## src/rtl/uart_pkg.sv

```systemverilog
// Shared UART types and limits used by the TX byte-stream arbiter.
package uart_pkg;
  localparam int DATA_WIDTH     = 8;
  localparam int ARB_MAX_REQ    = 16;
  localparam int ARB_STAT_WIDTH = 32;

  typedef enum logic {ARB_IDLE, ARB_BUSY} uart_arb_state_e;
endpackage

```

## src/rtl/rr_arbiter.sv

```systemverilog
// Combinational round-robin picker: lowest request index strictly after last_grant_i, with wrap.
module rr_arbiter #(
  parameter int NUM_REQ = 4,
  parameter int IDW     = $clog2(NUM_REQ)
) (
  input  logic [NUM_REQ-1:0] req_i,
  input  logic [IDW-1:0]     last_grant_i,
  output logic [IDW-1:0]     grant_o,
  output logic               any_req_o
);

  // Walk from the farthest offset down so the nearest requester is written last and wins.
  always_comb begin
    int             t;
    logic [IDW-1:0] idx;
    grant_o   = last_grant_i;
    any_req_o = 1'b0;
    for (int i = NUM_REQ; i >= 1; i--) begin
      t = int'(last_grant_i) + i;
      if (t >= NUM_REQ) t = t - NUM_REQ;
      idx = IDW'(t);
      if (req_i[idx]) begin
        grant_o   = idx;
        any_req_o = 1'b1;
      end
    end
  end

endmodule

```

## src/rtl/uart_tx_arbiter.sv

```systemverilog
// Packet-locked round-robin mux of NUM_REQ AXI-Stream byte sources onto one UART TX stream; one idle bubble per packet.
// Stalled holders are released after TIMEOUT_CYCLES; UART_TX_ARB_STATS_EN adds per-source byte/timeout counters.
module uart_tx_arbiter #(
  parameter int NUM_REQ        = 4,
  parameter int DATA_WIDTH     = uart_pkg::DATA_WIDTH,
  parameter int TIMEOUT_CYCLES = 1024
) (
  input  logic                          clk_i,
  input  logic                          arstn_i,
  input  logic [NUM_REQ-1:0]            req_en_i,
  input  logic [NUM_REQ*DATA_WIDTH-1:0] s_axis_tdata_i,
  input  logic [NUM_REQ-1:0]            s_axis_tvalid_i,
  input  logic [NUM_REQ-1:0]            s_axis_tlast_i,
  output logic [NUM_REQ-1:0]            s_axis_tready_o,
  output logic [DATA_WIDTH-1:0]         m_axis_tdata_o,
  output logic                          m_axis_tvalid_o,
  input  logic                          m_axis_tready_i,
  output logic [$clog2(NUM_REQ)-1:0]    m_axis_tid_o,
  output logic                          busy_o,
`ifdef UART_TX_ARB_STATS_EN
  output logic [NUM_REQ*uart_pkg::ARB_STAT_WIDTH-1:0] stat_bytes_o,
  output logic [NUM_REQ*16-1:0]                       stat_timeouts_o,
`endif
  output logic                          timeout_o
);
  import uart_pkg::uart_arb_state_e;
  import uart_pkg::ARB_IDLE;
  import uart_pkg::ARB_BUSY;

  localparam int IDW    = $clog2(NUM_REQ);
  localparam int CNT_W  = (TIMEOUT_CYCLES > 0) ? $clog2(TIMEOUT_CYCLES + 1) : 1;
  localparam int TO_LIM = (TIMEOUT_CYCLES > 0) ? TIMEOUT_CYCLES - 1 : 0;
  localparam logic [CNT_W-1:0] TO_LIM_C = CNT_W'(TO_LIM);

  uart_arb_state_e       state;
  logic [IDW-1:0]        grant, last_grant, pick;
  logic                  any_req, busy, sel_vld, sel_last, m_hs, to_hit;
  logic [CNT_W-1:0]      to_cnt;
  logic [DATA_WIDTH-1:0] sel_dat;

  rr_arbiter #(.NUM_REQ(NUM_REQ), .IDW(IDW)) u_rr (
    .req_i        (s_axis_tvalid_i & req_en_i),
    .last_grant_i (last_grant),
    .grant_o      (pick),
    .any_req_o    (any_req)
  );

  assign busy     = (state == ARB_BUSY);
  assign sel_vld  = s_axis_tvalid_i[grant];
  assign sel_last = s_axis_tlast_i[grant];

  always_comb begin
    sel_dat = '0;
    for (int k = 0; k < NUM_REQ; k++)
      if (grant == IDW'(k)) sel_dat = s_axis_tdata_i[k*DATA_WIDTH +: DATA_WIDTH];
  end

  always_comb begin
    s_axis_tready_o = '0;
    if (busy) s_axis_tready_o[grant] = m_axis_tready_i;
  end

  assign m_axis_tvalid_o = busy & sel_vld;
  assign m_axis_tdata_o  = busy ? sel_dat : '0;
  assign m_axis_tid_o    = busy ? grant : '0;
  assign busy_o          = busy;
  assign m_hs            = m_axis_tvalid_o & m_axis_tready_i;
  // A valid beat on the limit cycle rescues the grant; only a still-idle holder is evicted.
  assign to_hit = (TIMEOUT_CYCLES > 0) && busy && !sel_vld && (to_cnt == TO_LIM_C);

  always_ff @(posedge clk_i or negedge arstn_i) begin
    if (!arstn_i) begin
      state      <= ARB_IDLE;
      grant      <= '0;
      last_grant <= IDW'(NUM_REQ - 1);
      to_cnt     <= '0;
      timeout_o  <= 1'b0;
    end else begin
      timeout_o <= 1'b0;
      case (state)
        ARB_IDLE: begin
          to_cnt <= '0;
          if (any_req) begin
            grant      <= pick;
            last_grant <= pick;
            state      <= ARB_BUSY;
          end
        end
        ARB_BUSY: begin
          if (to_hit) begin
            state     <= ARB_IDLE;
            timeout_o <= 1'b1;
            to_cnt    <= '0;
          end else begin
            if (sel_vld)             to_cnt <= '0;
            else if (to_cnt != '1)   to_cnt <= to_cnt + CNT_W'(1);
            if (m_hs && sel_last)    state  <= ARB_IDLE;
          end
        end
        default: state <= ARB_IDLE;
      endcase
    end
  end

`ifdef UART_TX_ARB_STATS_EN
  localparam int SW = uart_pkg::ARB_STAT_WIDTH;

  always_ff @(posedge clk_i or negedge arstn_i) begin
    if (!arstn_i) begin
      stat_bytes_o    <= '0;
      stat_timeouts_o <= '0;
    end else begin
      for (int k = 0; k < NUM_REQ; k++) begin
        if (m_hs && grant == IDW'(k))
          stat_bytes_o[k*SW +: SW] <= stat_bytes_o[k*SW +: SW] + SW'(1);
        if (to_hit && grant == IDW'(k) && stat_timeouts_o[k*16 +: 16] != 16'hFFFF)
          stat_timeouts_o[k*16 +: 16] <= stat_timeouts_o[k*16 +: 16] + 16'd1;
      end
    end
  end
`endif

endmodule

```

## config.mk

```make
export PLATFORM = sky130hd
export DESIGN_NAME = uart_tx_arbiter
export DESIGN_NICKNAME = d
export VERILOG_FILES = /design/src/rtl/uart_pkg.sv /design/src/rtl/rr_arbiter.sv /design/src/rtl/uart_tx_arbiter.sv
export SDC_FILE = /design/constraint.sdc
export NUM_CORES = 1
export LEC_CHECK = 0
export ABC_AREA = 1
export CAP_MARGIN = 20
export CORE_AREA = 8 8 65 67
export CTS_BUF_LIST = sky130_fd_sc_hd__clkbuf_4 sky130_fd_sc_hd__clkbuf_8 sky130_fd_sc_hd__clkbuf_16
export DETAILED_ROUTE_END_ITERATION = 8
export DIE_AREA = 0 0 73 75
export GPL_TIMING_DRIVEN = 0
export PLACE_DENSITY = 0.87
export SLEW_MARGIN = 20
export SYNTH_ARGS = -nofsm -noshare
export SYNTH_HDL_FRONTEND = slang
export SYNTH_SLANG_ARGS = --single-unit
```

## constraint.sdc

```tcl
create_clock -name clk_i -period 2.82 [get_ports clk_i]
set_input_delay 0.705 -clock clk_i [delete_from_list [all_inputs] [get_ports clk_i]]
set_output_delay 0.705 -clock clk_i [all_outputs]
set_load 0.03 [all_outputs]
```

==> results of run 1 <==
[path summary, 6_finish.rpt]
check	slack [ps]	cells after the start	to	from
setup reg to reg	1220	9	grant[0]	last_grant[0]
min in group asynchronous	830	1	to_cnt[7]	arstn_i
max in group asynchronous	1530	1	timeout_o	arstn_i
hold / removal	520	2	last_grant[1]	last_grant[1]
hold reg to reg	520	2	last_grant[1]	last_grant[1]
setup / recovery	110	6	m_axis_tvalid_o	s_axis_tvalid_i[0]
[worst max-delay path: cells and delay by family]
kind	cells	cell delay (ps)
buffers and inverters	3	1030
and+or+nand+nor	3	270
[repair_timing]
action                                  CTS  global route
gates resized for setup                  13             0
endpoints found under the setup margin   13             0
hold endpoints to repair                  0             0
[metal layers]
metal / part of all wire [%] / up-vias
li1: - / 846
met3: 2.7 / 16
met2: 52 / 46
met1: 41 / 793
met4: 4.4 / 0
met5: 0 / -
[logic make-up (layout without fill, tap and decap cells)]
family / Yosys count / count (layout) / synth area share [%]
DFF: 17 / 17 / 30.8
and+or+nand+nor: 131 / 131 / 42.9
xor gates and xnor gates: 2 / 2 / 1.26
AOI/OAI and AO/OA: 38 / 38 / 15.3
adders and majority gates: 1 / 1 / 0.901
buffers and inverters: 26 / 93 / 8.83
[final cells by class]
type / instances / area [um^2]
tap: 46 / 57.6
multi-input combinational: 172 / 838
sequential: 17 / 428
timing repair buffer: 63 / 614
clock buffer: 4 / 30.0
buffer: 4 / 37.5
fill: 316 / 1140
inverter: 22 / 85.1
[cells in the mapped netlist (3+ instances only)]
master | n | share of area (%)
a21oi_1 | 9 | 3.2
dfrtp_1 | 15 | 27
inv_1 | 15 | 4.1
inv_2 | 5 | 1.4
nand2_1 | 69 | 19
nand3_1 | 20 | 7.2
nand4_1 | 7 | 3.2
nor2_1 | 23 | 6.2
o21ai_0 | 17 | 6.1
o21ai_1 | 5 | 1.8
o221ai_1 | 3 | 1.9
[registers in the layout (all words and copies together), names as in the netlist]
register / flops
to_cnt: 11
busy_o: 1
timeout_o: 1
last_grant: 2
grant: 2
[power groups by stage]
stage	clock, W	sequential, W	combinational, W
after floorplan	0	0.000368	0.000908
after global placement	0	0.000364	0.00138
after detailed placement	0	0.000364	0.00141
after CTS	0.000140	0.000360	0.00133
after global routing	0.000151	0.000368	0.00147
final	0.000137	0.000361	0.00133
[through the flow]
step | cell area (um^2) | setup TNS (ps) | power [W] | setup WS [ps] | utilization [%]
6_report | 2090 | 0 | 0.00182 | 108 | 64.7
5_1_grt | 2090 | 0 | 0.00199 | 11.9 | 64.7
4_1_cts | 2090 | 0 | 0.00183 | 97.6 | 64.7
3_5_place_dp | 2080 | -1250 | 0.00177 | -178 | 64.3
3_3_place_gp | 2080 | -936 | 0.00174 | -177 | 64.3
2_1_floorplan | 1390 | 0 | 0.00128 | 640 | -
==> reports/results.ini, run 1 <==
[global_routing]
grt_pass1_wl_mm=7.81
grt_max_degree=18
grt_util_met3_pct=2.53
gr-usage-met2_pct=33.6
antenna_found_initial=0
grt.total_usage_pct=18.0
grt_pass1_vias=1682
met1_usage_pct=19.5
gr-total-overflow=0
grt.busiest_layer=met2

[logic_synthesis]
yosysWarningCount=0
async_flop_share_pct=100
syn_area_um2=1390
seq_area_frac_synth_pct=30.8
synthDistinctLibCells=30
synth_nets=263
synth_ff_type=dfrtp_1
synth-edff-count=0
ys_seq_elements=17
avgSynthCellArea_um2=6.46
syn_inst=215

[placement]
hpwl_mm=3.82
io_buffers=63
gp_congestion=0.818
place_inst=324

[detailed_routing]
drt-wirelength-per-cell_um=14.1
avgViaCountPerCell=5.19
drt_iter0_markers=69
drc_errors=0
wl_mm=4.62
dr_total_vias=1701
ant_nets=0
drt_pass1_iterations=4

[power_and_ir_drop]
p_comb_share_pct=72.7
ir_worst_vdd_mv=0.540
powerDensity_nw_per_um2=872
switching_share_pct=54.1
clkPwrFrac_pct=7.5
cellLeakagePower_nw=0.973
netSwitchingPower_w=0.000987
seq_power_share_pct=19.8
p_int_w=0.000836

[floorplanning]
die_h_um=75
dieArea_um2=5480
rows=21
core_um2=3230
die_x_um=73
io_pins=64
start_util_pct=43.0

[sta]
fmax_ghz=0.369
relSlewSlack_pct=52.1
finalHoldViolCount=0
hold_slack_ps=522
finalCriticalPeriod_ps=2710
period_share_pct=96.2
rsz0062_at_grt=false
slew_violations=0
worst_slew_pin_slew_ps=716
setup_viol=0
fin_worst_skew_ps=13.1

[layout]
drive_gt1_share_pct=9.22
final_common_cell=nand2_1
layout_common_cells=69 x nand2_1, 50 x clkdlybuf4s50_1, 23 x nor2_1
antenna_cells=0
stdcell_count=328
finalNetCount=331
syn_to_final_growth_pct=50.5

[cts]
insertion_delay_ps=290
clk_pin_slew_ps=80
clock-sinks=17
cts_htree_levels=1
clockRootBuffer=clkbuf_4
cts_setup_buffers=0
cts_buffers=3
cts_tree=built
hold_buffers=0
cts.path.max_buffers=2

[setup_path]
cp_cell_sequence=clkdlybuf4s50_1 -> nand2_1 -> nand4_1 -> inv_2 -> nor2_2 -> dlygate4sd2_1
critPathMaxStageDelay_ps=510
path_max_fanout=7
cp-start-kind=primary input
worst_ep_required_time_ps=2120
worstPathArrival_ps=2010
endpoint_kind=primary output
cpMaxStageDelayCell=clkdlybuf4s50_1
path_class=in2out

[hold_path]
hp-class=reg2reg

[job]
drv_cap=0

[run_status]
outcome=complete, no violations

(Power assumes the default switching activity.)
==> run 2: changes to the inputs <==
- SETUP_SLACK_MARGIN: unset -> 0.1
==> run 2 against run 1 <==
  * Largest cell class unchanged
  * Final cell count is the same
  * Total power shrank 0.49%
  * Combinational power is essentially flat
==> reports/results.ini, run 2 (synthesized netlist as in run 1, its figures left out) <==
[setup_path]
critPathMaxStageDelay_ps=450  ; -60 ps
cp_cell_sequence=clkdlybuf4s50_1 -> o21ai_0 -> nand2_1 -> o21ai_0 -> a21oi_1 -> dlygate4sd2_1
ff2ff_setup_slack_ps=1220  ; about the same
reg2reg_from=last_grant[0]
worstPathArrival_ps=1930  ; -80 ps
cp_common_cell=o21ai_0
reg2reg_depth=9  ; unchanged
cp-start-kind=primary input
rr_endpoint=grant[0]
path_class=in2out
cpMaxStageDelayCell=clkdlybuf4s50_1
path_max_fanout=1  ; -6
worst_ep_required_time_ps=2120  ; about the same
endpoint_kind=primary output

[job]
drv_cap=0  ; unchanged

[cts]
cts_tree=built
clockRootBuffer=clkbuf_4
hold_buffers=0  ; unchanged
cts_setup_buffers=0  ; unchanged
insertion_delay_ps=290  ; about the same
cts_buffers=3  ; unchanged
cts_htree_levels=1  ; unchanged
clk_pin_slew_ps=80  ; about the same
cts.path.max_buffers=2  ; unchanged
clock-sinks=17  ; unchanged

[floorplanning]
die_x_um=73  ; unchanged
dieArea_um2=5480  ; unchanged
rows=21  ; unchanged
die_h_um=75  ; unchanged
io_pins=64  ; unchanged
core_um2=3230  ; unchanged
start_util_pct=43.0  ; unchanged

[hold_path]
hold_depth=2  ; unchanged
hold_end=last_grant[1]
hp-class=reg2reg
min_from=last_grant[1]

[power_and_ir_drop]
p_comb_share_pct=72.5  ; -0.2 points
ir_worst_vdd_mv=0.525  ; -2.9%
cellLeakagePower_nw=0.957  ; -1.7%
netSwitchingPower_w=0.000995  ; +0.80%
switching_share_pct=54.8  ; +0.70 points
p_int_w=0.000820  ; -2.0%
seq_power_share_pct=19.9  ; about the same
powerDensity_nw_per_um2=879  ; +0.72%
clkPwrFrac_pct=7.6  ; about the same

[sta]
fmax_ghz=0.380  ; +3.1%
relSlewSlack_pct=52.1  ; unchanged
setup_viol=0  ; unchanged
period_share_pct=93.3  ; -2.9 points
finalHoldViolCount=0  ; unchanged
fin_worst_skew_ps=13.1  ; -0.0117 ps
worst_slew_pin_slew_ps=716  ; unchanged
finalCriticalPeriod_ps=2630  ; -81.3 ps
final.setup.worst_slack_ps=189  ; +81.3 ps
rsz0062_at_grt=false
slew_violations=0  ; unchanged

[detailed_routing]
drt-wirelength-per-cell_um=14.2  ; +0.76%
drt_iter0_markers=71  ; +2.9%
avgViaCountPerCell=5.25  ; +1.2%
wl_mm=4.65  ; +0.76%
drt_pass1_iterations=4  ; unchanged
ant_nets=0  ; unchanged
dr_total_vias=1721  ; +1.2%
drc_errors=0  ; unchanged

[layout]
syn_to_final_growth_pct=48.7
stdcell_count=328  ; unchanged
antenna_cells=0  ; unchanged
final_common_cell=nand2_1
fin_area_um2=2070  ; -1.2%
finalNetCount=331  ; unchanged
reg.largest.list=to_cnt x11, grant x2, last_grant x2
largest_register_ffs=11  ; unchanged
regMostFlops=to_cnt
drive_gt1_share_pct=11.7  ; +2.5 points
layout_common_cells=69 x nand2_1, 50 x clkdlybuf4s50_1, 23 x nor2_1

[global_routing]
grt_pass1_wl_mm=7.81  ; unchanged
antenna_found_initial=0  ; unchanged
grt_pass1_vias=1682  ; unchanged
grt.total_usage_pct=18.0  ; unchanged
grt_max_degree=18  ; unchanged
gr-total-overflow=0  ; unchanged

[run_status]
outcome=complete, no violations

[placement]
dpl_cell_area_um2=2080  ; unchanged
hpwl_mm=3.82  ; unchanged
place_inst=324  ; unchanged
place_ws_ps=-178  ; unchanged
io_buffers=63  ; unchanged
gp_congestion=0.818  ; unchanged

## run 2: cell types whose count changed in the layout (fill, tap and decap cells not counted), sizes merged
cell           change
clkdlybuf4s15      +1
dlygate4sd2        -8
clkbuf             +7
## run 2: layout make-up
type / instances / area [um^2]
clock buffer: 4 / 30.0
multi-input combinational: 172 / 838
tap: 46 / 57.6
sequential: 17 / 428
buffer: 4 / 37.5
timing repair buffer: 63 / 589
fill: 318 / 1170
inverter: 22 / 85.1
## run 2: worst max-delay path by stage
stage	startpoint	endpoint	slack, ps	cells after the start
after detailed placement	s_axis_tvalid_i[0]	m_axis_tvalid_o	-180	6
after global placement	s_axis_tvalid_i[0]	m_axis_tvalid_o	-180	6
after floorplan	busy_o	s_axis_tready_o[1]	640	3
after CTS	s_axis_tvalid_i[0]	m_axis_tvalid_o	100	6
final	s_axis_tdata_i[3]	m_axis_tdata_o[3]	190	6
after global routing	s_axis_tdata_i[2]	m_axis_tdata_o[2]	110	6
## run 2: critical path: cells and delay by family
family | cells | cell delay [ps]
AND/OR/NAND/NOR | 1 | 80
AO/OA/AOI/OAI | 3 | 270
buffers and inverters | 2 | 880
## run 2: power by group through the flow
stage               clock (W)  sequential [W]  combinational [W]
CTS                  0.000140        0.000360            0.00133
floorplan                   0        0.000368           0.000908
global route         0.000151        0.000368            0.00146
finish               0.000137        0.000361            0.00132
detailed placement          0        0.000364            0.00141
global placement            0        0.000364            0.00138
## run 2: through the flow
step / utilization, % / power [W] / TNS (ps) / hold WS (ps)
floorplan: - / 0.00128 / 0 / 409
global placement: 64.3 / 0.00174 / -936 / 499
detailed placement: 64.3 / 0.00177 / -1250 / 512
CTS: 64.7 / 0.00183 / 0 / 521
global route: 63.9 / 0.00198 / 0 / 565
finish: 63.9 / 0.00181 / 0 / 523
## run 2: what timing repair did
item                       in CTS  in global routing
pin swaps                       0                  0
setup endpoints to repair      13                  8
resized for setup              13                 15
## run 2: metal layers
| layer | wire length (um) | track usage [%] | vias to the layer above |
|---|---|---|---|
| met1 | 1870 | 19.5 | 804 |
| li1 | - | - | 845 |
| met2 | 2430 | 33.6 | 54 |
| met3 | 146 | 2.53 | 18 |
| met4 | 210 | 8.67 | 0 |
| met5 | 0 | 0 | - |
==> run 3: changes to the inputs <==
- CTS_CLUSTER_SIZE: unset -> 40
==> results of run 3 <==
No change in the layout: final DEF, timing and power equal those of run 2.
